--- config.mk ---
export PLATFORM = sky130hd
export DESIGN_NAME = uart_tx_arbiter
export DESIGN_NICKNAME = d
export VERILOG_FILES = /design/src/rtl/uart_tx_arbiter_pkg.sv /design/src/rtl/uart_tx_arbiter_rr_pick.sv /design/src/rtl/uart_tx_arbiter.sv
export SDC_FILE = /design/constraint.sdc
export NUM_CORES = 1
export LEC_CHECK = 0
export ABC_AREA = 1
export CAP_MARGIN = 10
export CORE_MARGIN = 10
export CORE_UTILIZATION = 50
export CTS_BUF_LIST = sky130_fd_sc_hd__clkbuf_4
export CTS_CLUSTER_SIZE = 30
export DETAILED_ROUTE_END_ITERATION = 6
export GPL_TIMING_DRIVEN = 0
export PLACE_DENSITY = 0.81
export SLEW_MARGIN = 25
export SYNTH_ARGS = -nofsm -noshare
export SYNTH_HDL_FRONTEND = slang
export SYNTH_SLANG_ARGS = --single-unit
--- constraint.sdc ---
create_clock -name clk_48mhz -period 2.5 [get_ports clk_48mhz]
set_input_delay 0.5 -clock clk_48mhz [delete_from_list [all_inputs] [get_ports clk_48mhz]]
set_output_delay 0.5 -clock clk_48mhz [all_outputs]
set_load 0.05 [all_outputs]
--- src/rtl/uart_tx_arbiter_pkg.sv ---
// Shared types and constants for the UART transmit arbiter.
package uart_arb_pkg;

  localparam int               BYTE_W      = 8;
  localparam logic [BYTE_W-1:0] EOP_DEFAULT = 8'h0A;

  typedef enum logic {
    IDLE = 1'b0,
    BUSY = 1'b1
  } arb_state_e;

endpackage

--- src/rtl/uart_tx_arbiter_rr_pick.sv ---
// Round-robin first-set search: the first asserted request after prev, with wrap.
module rr_pick #(
  parameter  int NUM_SRC = 4,
  localparam int IDX_W   = $clog2(NUM_SRC)
) (
  input  logic [NUM_SRC-1:0] req,
  input  logic [IDX_W-1:0]   prev,
  output logic [IDX_W-1:0]   idx,
  output logic               any_req
);

  logic [IDX_W-1:0] cand;
  logic             found;

  // Walk prev+1, prev+2, ... (mod NUM_SRC). prev itself is visited last.
  always_comb begin
    idx   = prev;
    found = 1'b0;
    cand  = prev;
    for (int k = 0; k < NUM_SRC; k++) begin
      cand = (cand == IDX_W'(NUM_SRC - 1)) ? '0 : cand + 1'b1;
      if (!found && req[cand]) begin
        idx   = cand;
        found = 1'b1;
      end
    end
  end

  assign any_req = |req;

endmodule

--- src/rtl/uart_tx_arbiter.sv ---
// Packet-locking round-robin arbiter in front of the usb_uart input byte slot.
module uart_tx_arbiter
  import uart_arb_pkg::*;
#(
  parameter  int                NUM_SRC      = 4,
  parameter  int                MAX_BURST    = 64,
  parameter  logic [BYTE_W-1:0] EOP_BYTE     = EOP_DEFAULT,
  parameter  int                IDLE_TIMEOUT = 255,
  localparam int                IDX_W        = $clog2(NUM_SRC)
) (
  input  logic                            clk_48mhz,
  input  logic                            reset_n,
  input  logic [NUM_SRC-1:0][BYTE_W-1:0]  src_data,
  input  logic [NUM_SRC-1:0]              src_valid,
  output logic [NUM_SRC-1:0]              src_ready,
  output logic [BYTE_W-1:0]               uart_in_data,
  output logic                            uart_in_valid,
  input  logic                            uart_in_ready,
  output logic [IDX_W-1:0]                grant_id,
  output logic                            busy
);

  // Compare against count-before-increment, so "last" is limit-1.
  localparam logic [7:0] BURST_LAST = 8'(MAX_BURST - 1);
  localparam logic [7:0] IDLE_LAST  = 8'(IDLE_TIMEOUT - 1);

  arb_state_e        state_q, state_d;
  logic [IDX_W-1:0]  grant_d, pick_idx;
  logic [7:0]        burst_q, burst_d, idle_q, idle_d;
  logic              any_req, slot_free, accept;
  logic [BYTE_W-1:0] cur_byte;

  assign slot_free = !uart_in_valid || uart_in_ready;
  assign cur_byte  = src_data[grant_id];
  assign busy      = (state_q == BUSY);
  assign accept    = busy && src_valid[grant_id] && slot_free;

  rr_pick #(.NUM_SRC(NUM_SRC)) u_pick (
    .req     (src_valid),
    .prev    (grant_id),
    .idx     (pick_idx),
    .any_req (any_req)
  );

  // Only the owner sees ready, and only when the slot can take a byte.
  always_comb begin
    src_ready = '0;
    if (busy) src_ready[grant_id] = slot_free;
  end

  // Next-state: arbitrate in IDLE, count bytes/stalls and decide release in BUSY.
  always_comb begin
    state_d = state_q;
    grant_d = grant_id;
    burst_d = burst_q;
    idle_d  = idle_q;
    case (state_q)
      IDLE: begin
        if (any_req) begin
          grant_d = pick_idx;
          burst_d = '0;
          idle_d  = '0;
          state_d = BUSY;
        end
      end
      BUSY: begin
        if (accept) begin
          burst_d = (burst_q == 8'hFF) ? burst_q : burst_q + 8'd1;
          idle_d  = '0;
          if (cur_byte == EOP_BYTE || burst_q == BURST_LAST) state_d = IDLE;
        end else if (!src_valid[grant_id]) begin
          // Backpressure with valid high is not a stall, so only count here.
          idle_d = (idle_q == 8'hFF) ? idle_q : idle_q + 8'd1;
          if (idle_q == IDLE_LAST) state_d = IDLE;
        end
      end
      default: state_d = IDLE;
    endcase
  end

  // Arbiter state, owner and counters. grant_id keeps the last owner on release.
  always_ff @(posedge clk_48mhz or negedge reset_n) begin
    if (!reset_n) begin
      state_q  <= IDLE;
      grant_id <= IDX_W'(NUM_SRC - 1);
      burst_q  <= '0;
      idle_q   <= '0;
    end else begin
      state_q  <= state_d;
      grant_id <= grant_d;
      burst_q  <= burst_d;
      idle_q   <= idle_d;
    end
  end

  // Single-entry output slot; it may drain after release while a new owner is picked.
  always_ff @(posedge clk_48mhz or negedge reset_n) begin
    if (!reset_n) begin
      uart_in_valid <= 1'b0;
      uart_in_data  <= '0;
    end else if (accept) begin
      uart_in_valid <= 1'b1;
      uart_in_data  <= cur_byte;
    end else if (uart_in_ready) begin
      uart_in_valid <= 1'b0;
    end
  end

endmodule

==> insert_results.sql, run 1 <==
INSERT INTO impl_metrics (metric_group, metric, value, unit) VALUES
('critical_path', 'crit_path_start', 'grant_id[0]', ''),
('power', 'sequentialPowerShare', '20.6', '%'),
('power', 'power.combinational.fraction', '73.3', '%'),
('final_layout', 'area.growth.synth_to_final', '31.5', '%'),
('placed_design', 'detailed_place_hpwl', '4370', 'um'),
('logic_synthesis', 'syn-instance-count', '291', ''),
('critical_path', 'worst_r2r_startpoint', 'grant_id[0]', ''),
('timing', 'skew', '0.00549', 'ns'),
('floorplan', 'rows', '23', ''),
('run', 'max_cap_viol_count', '0', ''),
('critical_path', 'criticalPathCategory', 'reg -> out', ''),
('worst_hold_path', 'timing.hold.worst.class', 'in -> async', ''),
('critical_path', 'end_kind', 'primary output', ''),
('critical_path', 'worst_r2r_endpoint', 'grant_id[1]', ''),
('detailed_routing', 'avgViaCountPerCell', '5.17', ''),
('power', 'vdd_ir_drop_max', '676', 'uV'),
('timing', 'rsz0062_at_grt', 'true', ''),
('power', 'switching_share', '55.7', '%'),
('detailed_routing', 'wl_per_cell', '13.6', 'um'),
('timing', 'worst_tran_pin_value', '0.635', 'ns'),
('critical_path', 'crit_path_max_fo', '11', ''),
('final_layout', 'fin_area', '0.00266', 'mm2'),
('logic_synthesis', 'synth_most_common_cell', 'nand2_1', ''),
('grt', 'first_global_vias', '1988', ''),
('timing', 'hold_viol_final', '0', ''),
('clocking', 'cts_htree_levels', '1', ''),
('power', 'clock_network_fraction_of_design_power', '6.1', '%'),
('clocking', 'tritoncts.num_buffers', '3', ''),
('grt', 'largest_net_degree_at_the_start_of_global_routing', '29', ''),
('floorplan', 'ios', '55', ''),
('floorplan', 'initial_utilization', '50.9', '%'),
('final_layout', 'num-nets-final', '396', ''),
('timing', 'timing.final.crit_share', '97.0', '%'),
('placed_design', 'place_congestion', '0.867', ''),
('grt', 'grt_antenna_before_repair', '0', ''),
('placed_design', 'portBuffers', '54', ''),
('floorplan', 'standard_cell_core_area', '0.00397', 'mm2'),
('critical_path', 'worstSetupStartpointType', 'register', ''),
('floorplan', 'die-area', '0.00699', 'mm2'),
('logic_synthesis', 'cells_taking_the_most_area_after_synthesis', 'dfrtp_1 32%, nand2_1 14%, o21ai_0 6.9%', ''),
('logic_synthesis', 'synth_edf_count', '0', ''),
('detailed_routing', 'first_pass_iters', '4', ''),
('clocking', 'cts_sinks', '28', ''),
('floorplan', 'die_h', '83.6', 'um'),
('logic_synthesis', 'ys_types', '31', ''),
('timing', 'setup_viol', '0', ''),
('final_layout', 'instances_no_fill', '399', ''),
('placed_design', 'place.detailed.instances', '395', ''),
('clocking', 'clock_latency', '0.33', 'ns'),
('final_layout', 'post_route_cells_drive_above_1_share', '10.3', '%'),
('logic_synthesis', 'sequential_element_share_of_the_synthesized_area', '34.8', '%'),
('timing', 'finalMaxSlewViolations', '0', ''),
('logic_synthesis', 'postSynthNetCount', '337', ''),
('logic_synthesis', 'synth-seq-cells', '28', ''),
('timing', 'fmax', '0.413', 'GHz'),
('timing', 'max_slew_margin', '57.7', '%'),
('critical_path', 'cp_data_arrival_time', '1.92', 'ns'),
('placed_design', 'postPlaceCellArea', '0.00263', 'mm2'),
('power', 'internal_power', '1.50', 'mW'),
('critical_path', 'reg2reg_setup_slack', '0.14', 'ns'),
('floorplan', 'die_width', '83.6', 'um'),
('logic_synthesis', 'synthTopCellsByCount', '75 x nand2_1, 35 x nor2_1, 28 x o21ai_0, 27 x inv_1, 26 x dfrtp_1', ''),
('logic_synthesis', 'synthesis.area', '0.00202', 'mm2'),
('logic_synthesis', 'synthDominantCellAreaShare', '32.2', '%'),
('grt', 'grt.overflow.total', '0', ''),
('timing', 'totalNegativeSetupSlack', '0', 'ns'),
('run_status', 'run_status', 'finished clean', ''),
('grt', 'global_route_usage_sum', '15.0', '%'),
('detailed_routing', 'drtAntennaViolNets', '0', ''),
('clocking', 'cts_tree', 'built', ''),
('final_layout', 'n_antenna_cell', '0', '');
registers in the layout, summed over array words and instances, names as in the netlist:
register and flops:
burst_q 8, idle_q 8, uart_in_data 8, grant_id 2, busy 1, uart_in_valid 1
timing repair:
item,CTS,global route
setup buffers,1,0
gates resized for setup,11,5
endpoints found under the setup margin,6,4
gates cloned,0,0
metal layers:
layer | track usage (%) | vias up | routed length [um]
met5 | 0 | - | 0
met1 | 16.6 | 915 | 2350
met2 | 25.1 | 67 | 2370
li1 | - | 1075 | -
met4 | 2.13 | 0 | 34
met3 | 8.20 | 6 | 674
worst max path at each step:
| stage | slack, ns | endpoint |
|---|---|---|
| finish | 0.08 | src_ready[2] |
| global route | -0.003 | grant_id[1] |
| CTS | -0.07 | src_ready[0] |
| detailed placement | -0.16 | src_ready[0] |
| global placement | -0.15 | src_ready[0] |
| floorplan | 0.03 | grant_id[1] |
area by class of cell:
cell class / instances / area [um2]
sequential: 28 / 703
clock buffer: 4 / 30.0
inverter: 31 / 116
buffer: 7 / 47.5
multi-input combinational: 224 / 1170
timing repair buffer: 55 / 532
fill: 358 / 1310
tap: 50 / 62.6
worst max-delay path, stage by stage, from the launching register on:
cell,delay [ns]
dfstp_2,0.57
buf_6,0.13
inv_2,0.06
buf_6,0.14
buf_4,0.18
ha_1,0.20
nand2_1,0.06
nor2_1,0.04
buf_2,0.21
kinds of logic after synthesis:
family	synth area share, %
simple gates	33.4
compound gates	17.9
buf+inv	8.29
flops	34.8
fa+ha+maj	4.33
xor+xnor	1.30
cell usage in the layout (no fill, tap or decap), types with 4 or more instances in the layout:
cell / synthesis / routed
nand2_1: 75 / 75
clkdlybuf4s50_1: 0 / 49
nor2_1: 35 / 35
o21ai_0: 28 / 28
inv_1: 27 / 26
dfrtp_1: 26 / 26
a21oi_1: 18 / 18
nand3_1: 18 / 18
ha_1: 7 / 6
buf_2: 2 / 5
o22a_1: 5 / 5
nand2_2: 5 / 5
nand4_1: 5 / 5
inv_2: 3 / 4
nor3_1: 5 / 4
nand2_4: 4 / 4
clkbuf_4: 0 / 4
per-stage QoR:
| stage | worst slack [ns] | hold slack (ns) |
|---|---|---|
| 2_1_floorplan | 0.0260 | 0.204 |
| 3_3_place_gp | -0.153 | 0.466 |
| 3_5_place_dp | -0.157 | 0.466 |
| 4_1_cts | -0.0653 | 0.182 |
| 5_1_grt | -0.00277 | 0.207 |
| 6_report | 0.0762 | 0.161 |
power by group through the flow:
stage / clock network (mW) / registers [mW] / logic [mW]
after CTS: 0.212 / 0.694 / 2.46
after floorplan: 0 / 1.01 / 1.47
after global placement: 0 / 0.703 / 2.40
after detailed placement: 0 / 0.705 / 2.45
final: 0.207 / 0.695 / 2.48
after global routing: 0.229 / 0.712 / 2.72
(Power assumes the default switching activity.)
==> inputs of run 2 (changes only) <==
clock period = 2.67 ns   (was 2.5 ns; I/O delays follow)
==> insert_results.sql, run 2 (same netlist as run 1, synthesis figures left out) <==
INSERT INTO impl_metrics (metric_group, metric, value, unit) VALUES
('final_layout', 'mostFrequentLayoutCells', '75 x nand2_1, 49 x clkdlybuf4s50_1, 35 x nor2_1', ''),
('timing', 'finalMaxSlewViolations', '0', ''),
('floorplan', 'ios', '55', ''),
('power', 'total_power', '3.16', 'mW'),
('power', 'power.combinational.fraction', '73.1', '%'),
('clocking', 'cts_tree', 'built', ''),
('power', 'static-leakage-power', '1.22', 'nW'),
('detailed_routing', 'wl_per_cell', '14.2', 'um'),
('timing', 'timing.final.crit_share', '96.0', '%'),
('detailed_routing', 'avgViaCountPerCell', '5.30', ''),
('grt', 'largest_net_degree_at_the_start_of_global_routing', '29', ''),
('final_layout', 'final_common_cell', 'nand2_1', ''),
('run_status', 'run_status', 'finished clean', ''),
('critical_path', 'crit_path_max_fo', '11', ''),
('timing', 'max_slew_margin', '59.3', '%'),
('power', 'sequentialPowerShare', '20.9', '%'),
('power', 'vdd_ir_drop_max', '768', 'uV'),
('power', 'internal_power', '1.39', 'mW'),
('clocking', 'clock_latency', '0.33', 'ns'),
('clocking', 'cts-hold-fix-buffers', '0', ''),
('placed_design', 'detailed_place_hpwl', '4610', 'um'),
('clocking', 'cts_sinks', '28', ''),
('run', 'max_cap_viol_count', '0', ''),
('clocking', 'clock_path_buffers', '2', ''),
('timing', 'hold_viol_final', '0', ''),
('critical_path', 'criticalPathCategory', 'reg -> out', ''),
('floorplan', 'die_h', '83.6', 'um'),
('placed_design', 'place_congestion', '0.863', ''),
('clocking', 'tritoncts.num_buffers', '3', ''),
('detailed_routing', 'drtAntennaViolNets', '0', ''),
('final_layout', 'layout_top_registers', 'burst_q (8), idle_q (8), uart_in_data (8)', ''),
('clocking', 'cts-root-buf', 'clkbuf_4', ''),
('grt', 'grt_first_pass_wirelength', '9700', 'um'),
('power', 'switching_share', '55.9', '%'),
('grt', 'global_route_usage_sum', '15.8', '%'),
('detailed_routing', 'routed-via-count', '2110', ''),
('detailed_routing', 'initial_drc_count', '167', ''),
('final_layout', 'fin_area', '0.00265', 'mm2'),
('placed_design', 'portBuffers', '54', ''),
('timing', 'min_cycle_time_layout', '2.56', 'ns'),
('floorplan', 'die_width', '83.6', 'um'),
('final_layout', 'area.growth.synth_to_final', '31.1', '%'),
('final_layout', 'n_antenna_cell', '0', ''),
('grt', 'grt_antenna_before_repair', '0', ''),
('worst_hold_path', 'timing.hold.worst.class', 'in -> async', ''),
('critical_path', 'worstPathRequired', '2.14', 'ns'),
('detailed_routing', 'first_pass_iters', '4', ''),
('placed_design', 'postPlaceCellArea', '0.00263', 'mm2'),
('timing', 'setup_viol', '0', ''),
('critical_path', 'worstSetupStartpointType', 'register', ''),
('clocking', 'clk_transition_reported_paths', '0.14', 'ns'),
('power', 'total_switching_power', '1.76', 'mW'),
('clocking', 'cts_htree_levels', '1', ''),
('power', 'clock_network_fraction_of_design_power', '6.1', '%'),
('power', 'power.density', '1190', 'mW/mm2'),
('critical_path', 'end_kind', 'primary output', ''),
('final_layout', 'num-nets-final', '395', ''),
('grt', 'first_global_vias', '2108', ''),
('timing', 'totalNegativeSetupSlack', '0', 'ns'),
('final_layout', 'post_route_cells_drive_above_1_share', '10.1', '%'),
('timing', 'skew', '0.00125', 'ns'),
('timing', 'worst_tran_pin_value', '0.611', 'ns'),
('floorplan', 'standard_cell_core_area', '0.00397', 'mm2'),
('floorplan', 'rows', '23', ''),
('floorplan', 'initial_utilization', '50.9', '%'),
('timing', 'rsz0062_at_grt', 'true', ''),
('clocking', 'postCtsSetupRepairBufs', '0', ''),
('floorplan', 'die-area', '0.00699', 'mm2'),
('grt', 'grt.overflow.total', '0', ''),
('detailed_routing', 'drcViolationCount', '0', ''),
('critical_path', 'cp_data_arrival_time', '2.03', 'ns'),
('timing', 'fmax', '0.390', 'GHz'),
('detailed_routing', 'total_length_of_routed_wires', '5650', 'um');
-- run 2: cell types whose count changed in the layout (fill, tap and decap cells not counted) --
cell / delta
buf_2: -1
buf_4: -1
clkbuf_2: +1
clkdlybuf4s15_1: -1
dlygate4sd2_1: +1
-- run 2: per-stage QoR --
step / hold WS [ns] / instances / util [%] / worst slack (ns)
final: 0.189 / 398 / 66.8 / 0.107
after global routing: 0.219 / 398 / 66.8 / -0.00767
after CTS: 0.214 / 398 / 66.7 / -0.0764
after detailed placement: 0.473 / 395 / 66.1 / -0.101
after global placement: 0.468 / 395 / 66.3 / -0.0872
after floorplan: 0.238 / 291 / - / 0.137
-- run 2: critical path, cell delays in order (launching register included) --
cell and delay, ns:
dfstp_2 0.62, buf_6 0.15, inv_2 0.05, buf_6 0.13, buf_4 0.18, ha_1 0.21
nand2_1 0.07, nor2_1 0.05, clkbuf_2 0.25
-- run 2: timing repair --
| action | 4_1_cts | 5_1_grt |
|---|---|---|
| gates cloned | 0 | 0 |
| gates resized for setup | 6 | 7 |
| endpoints found under the setup margin | 5 | 4 |
-- run 2: final timing paths --
| path | startpoint | end | slack [ns] | depth (start not counted) |
|---|---|---|---|---|
| min in group clk_48mhz | uart_in_data[2] | uart_in_data[2] | 0.51 | 2 |
| max in group asynchronous | reset_n | idle_q[5] | 2.09 | 1 |
| setup reg to reg | grant_id[0] | grant_id[1] | 0.30 | 16 |
| setup / recovery | grant_id[0] | src_ready[2] | 0.11 | 8 |
| hold reg to reg | uart_in_data[2] | uart_in_data[2] | 0.51 | 2 |
| hold / removal | reset_n | uart_in_data[6] | 0.19 | 1 |
-- run 2: routing by layer --
metal  part of all wire (%)  vias to the layer above  track usage [%]
met1                     43                      980             19.2
met2                     50                       55             27.5
met4                    2.1                        0             5.33
met5                      0                        -                0
li1                       -                     1066                -
met3                    4.3                        9             2.25
-- run 2: layout make-up --
class / instances / area, um2
Buffer: 7 / 47.5
Clock buffer: 4 / 30.0
Fill cell: 367 / 1320
Inverter: 31 / 116
Multi-Input combinational cell: 224 / 1170
Sequential cell: 28 / 703
Tap cell: 50 / 62.6
Timing Repair Buffer: 54 / 523
-- run 2: power groups by stage --
stage | clock [mW] | sequential, mW | combinational (mW)
after floorplan | 0 | 0.949 | 1.37
after global placement | 0 | 0.662 | 2.24
after detailed placement | 0 | 0.669 | 2.29
after CTS | 0.194 | 0.661 | 2.29
after global routing | 0.213 | 0.678 | 2.56
final | 0.191 | 0.659 | 2.31
==> inputs of run 3 (changes only) <==
--- a/config.mk
+++ b/config.mk
@@ -9,3 +9,3 @@
 export CAP_MARGIN = 10
-export CORE_MARGIN = 10
+export CORE_MARGIN = 4
 export CORE_UTILIZATION = 50
--- a/constraint.sdc
+++ b/constraint.sdc
@@ -3,2 +3,2 @@
 set_output_delay 0.534 -clock clk_48mhz [all_outputs]
-set_load 0.05 [all_outputs]
+set_load 0.005 [all_outputs]
==> insert_results.sql, run 3 (same netlist as run 1, synthesis figures left out) <==
INSERT INTO impl_metrics (metric_group, metric, value, unit) VALUES
('placed_design', 'place_congestion', '0.831', ''),
('power', 'power.combinational.fraction', '67.0', '%'),
('critical_path', 'worstSetupStartpointType', 'register', ''),
('timing', 'skew', '0.00262', 'ns'),
('critical_path', 'slowest_delay', '0.59', 'ns'),
('power', 'total_switching_power', '1.37', 'mW'),
('grt', 'global_route_usage_sum', '21.5', '%'),
('detailed_routing', 'total_length_of_routed_wires', '5400', 'um'),
('critical_path', 'worst_r2r_startpoint', 'grant_id[0]', ''),
('detailed_routing', 'drcViolationCount', '0', ''),
('power', 'clock_network_fraction_of_design_power', '9.8', '%'),
('run_status', 'run_status', 'finished clean', ''),
('final_layout', 'layout_top_registers', 'burst_q (8), idle_q (8), uart_in_data (8)', ''),
('timing', 'worst_tran_pin_value', '0.601', 'ns'),
('power', 'vdd_ir_drop_max', '631', 'uV'),
('detailed_routing', 'avgViaCountPerCell', '5.28', ''),
('timing', 'holdWs', '0.182', 'ns'),
('critical_path', 'reg2reg_setup_slack', '0.23', 'ns'),
('timing', 'max_slew_margin', '59.9', '%'),
('grt', 'grt_first_pass_wirelength', '9010', 'um'),
('placed_design', 'portBuffers', '54', ''),
('critical_path', 'worstPathRequired', '2.14', 'ns'),
('detailed_routing', 'initial_drc_count', '156', ''),
('grt', 'met1_usage', '28.4', '%'),
('placed_design', 'detailed_place_hpwl', '4310', 'um'),
('grt', 'first_global_vias', '1996', ''),
('grt', 'grt_antenna_before_repair', '0', ''),
('timing', 'finalMaxSlewViolations', '0', ''),
('power', 'sequentialPowerShare', '23.1', '%'),
('clocking', 'clock_path_buffers', '2', ''),
('run', 'max_cap_viol_count', '0', ''),
('final_layout', 'n_antenna_cell', '0', ''),
('grt', 'groute.layer.met3.usage', '1.26', '%'),
('floorplan', 'die_h', '71.6', 'um'),
('timing', 'rsz0062_at_grt', 'false', ''),
('power', 'internal_power', '1.48', 'mW'),
('clocking', 'clk_transition_reported_paths', '0.15', 'ns'),
('grt', 'met2_routing_resource_usage_after_global_routing', '38.6', '%'),
('timing', 'min_cycle_time_layout', '2.57', 'ns'),
('floorplan', 'rows', '22', ''),
('clocking', 'cts-hold-fix-buffers', '0', ''),
('clocking', 'cts_sinks', '28', ''),
('timing', 'totalNegativeSetupSlack', '0', 'ns'),
('final_layout', 'mostFrequentLayoutCells', '75 x nand2_1, 51 x clkdlybuf4s50_1, 35 x nor2_1', ''),
('grt', 'top_usage_layer_grt', 'met2', ''),
('timing', 'hold_viol_final', '0', ''),
('critical_path', 'criticalPathCategory', 'reg -> out', ''),
('floorplan', 'initial_utilization', '53.6', '%'),
('grt', 'largest_net_degree_at_the_start_of_global_routing', '29', ''),
('critical_path', 'worst_r2r_endpoint', 'grant_id[1]', ''),
('clocking', 'tritoncts.num_buffers', '3', ''),
('clocking', 'cts_htree_levels', '1', ''),
('power', 'switching_share', '48.2', '%'),
('critical_path', 'slowest_stage', 'dfstp_2', ''),
('power', 'power.density', '1070', 'mW/mm2'),
('critical_path', 'cp_data_arrival_time', '2.04', 'ns'),
('placed_design', 'place.detailed.instances', '393', ''),
('worst_hold_path', 'timing.hold.worst.class', 'in -> async', ''),
('floorplan', 'ios', '55', ''),
('final_layout', 'num-nets-final', '396', ''),
('final_layout', 'area.growth.synth_to_final', '32.2', '%'),
('critical_path', 'crit_path_max_fo', '3', ''),
('timing', 'fmax', '0.389', 'GHz'),
('clocking', 'clock_latency', '0.33', 'ns'),
('detailed_routing', 'drtAntennaViolNets', '0', ''),
('floorplan', 'standard_cell_core_area', '0.00377', 'mm2'),
('critical_path', 'end_kind', 'primary output', ''),
('detailed_routing', 'first_pass_iters', '5', ''),
('critical_path', 'path_cells', 'buf_4 -> ha_1 -> inv_1 -> nor3_1 -> clkdlybuf4s50_1', ''),
('timing', 'timing.final.crit_share', '96.3', '%'),
('clocking', 'cts-root-buf', 'clkbuf_4', ''),
('final_layout', 'instances_no_fill', '397', ''),
('clocking', 'cts_tree', 'built', ''),
('timing', 'setup_viol', '0', ''),
('floorplan', 'die-area', '0.00513', 'mm2'),
('critical_path', 'reg2reg_depth', '16', ''),
('power', 'static-leakage-power', '1.23', 'nW'),
('detailed_routing', 'wl_per_cell', '13.6', 'um'),
('grt', 'grt.overflow.total', '0', ''),
('final_layout', 'post_route_cells_drive_above_1_share', '9.17', '%'),
('detailed_routing', 'routed-via-count', '2097', ''),
('final_layout', 'final_common_cell', 'nand2_1', ''),
('floorplan', 'die_width', '71.6', 'um');
run 3: layout make-up:
class / instances / area (um2)
clock buffer: 3 / 22.5
multi-input combinational: 224 / 1150
inverter: 31 / 116
clock inverter: 1 / 30.0
timing repair buffer: 55 / 541
tap: 48 / 60.1
sequential: 28 / 703
buffer: 7 / 47.5
fill: 315 / 1100
run 3: power by group through the flow:
| stage | logic, mW | clock network (mW) | registers, mW |
|---|---|---|---|
| finish | 1.91 | 0.280 | 0.659 |
| global route | 2.16 | 0.294 | 0.675 |
| CTS | 1.91 | 0.283 | 0.657 |
| detailed placement | 1.90 | 0 | 0.668 |
| global placement | 1.86 | 0 | 0.661 |
| floorplan | 1.28 | 0 | 0.655 |
run 3: repair_timing:
item | in CTS | in global routing
endpoints found under the setup margin | 3 | 2
resized for setup | 2 | 1
setup buffers | 1 | 0
run 3: stage by stage:
stage / power [mW] / area, um2 / setup WS (ns) / util [%]
after floorplan: 1.94 / 2020 / 0.336 / -
after global placement: 2.52 / 2620 / 0.0463 / 69.6
after detailed placement: 2.56 / 2620 / 0.00329 / 69.4
after CTS: 2.85 / 2680 / 0.0194 / 71.0
after global routing: 3.13 / 2680 / 0.0215 / 70.9
final: 2.85 / 2680 / 0.0979 / 70.9
run 3: worst max path at each step:
stage,from,end,cells past startpoint
floorplan,grant_id[0],grant_id[1],18
global placement,grant_id[0],grant_id[1],18
detailed placement,grant_id[0],grant_id[1],18
CTS,grant_id[0],grant_id[1],18
global route,grant_id[0],src_ready[3],5
finish,grant_id[0],src_ready[3],5
run 3: worst max-delay path: cells and delay by family (launching register included):
family / cells / cell delay (ns)
buffers and inverters: 3 / 0.73
and+or+nand+nor: 1 / 0.21
adders and majority gates: 1 / 0.16
DFF: 1 / 0.59
run 3: layer usage:
metal | wire length [um] | share of wire, %
met1 | 2450 | 45
met4 | 64 | 1.2
met3 | 149 | 2.8
met5 | 0 | 0
met2 | 2740 | 51
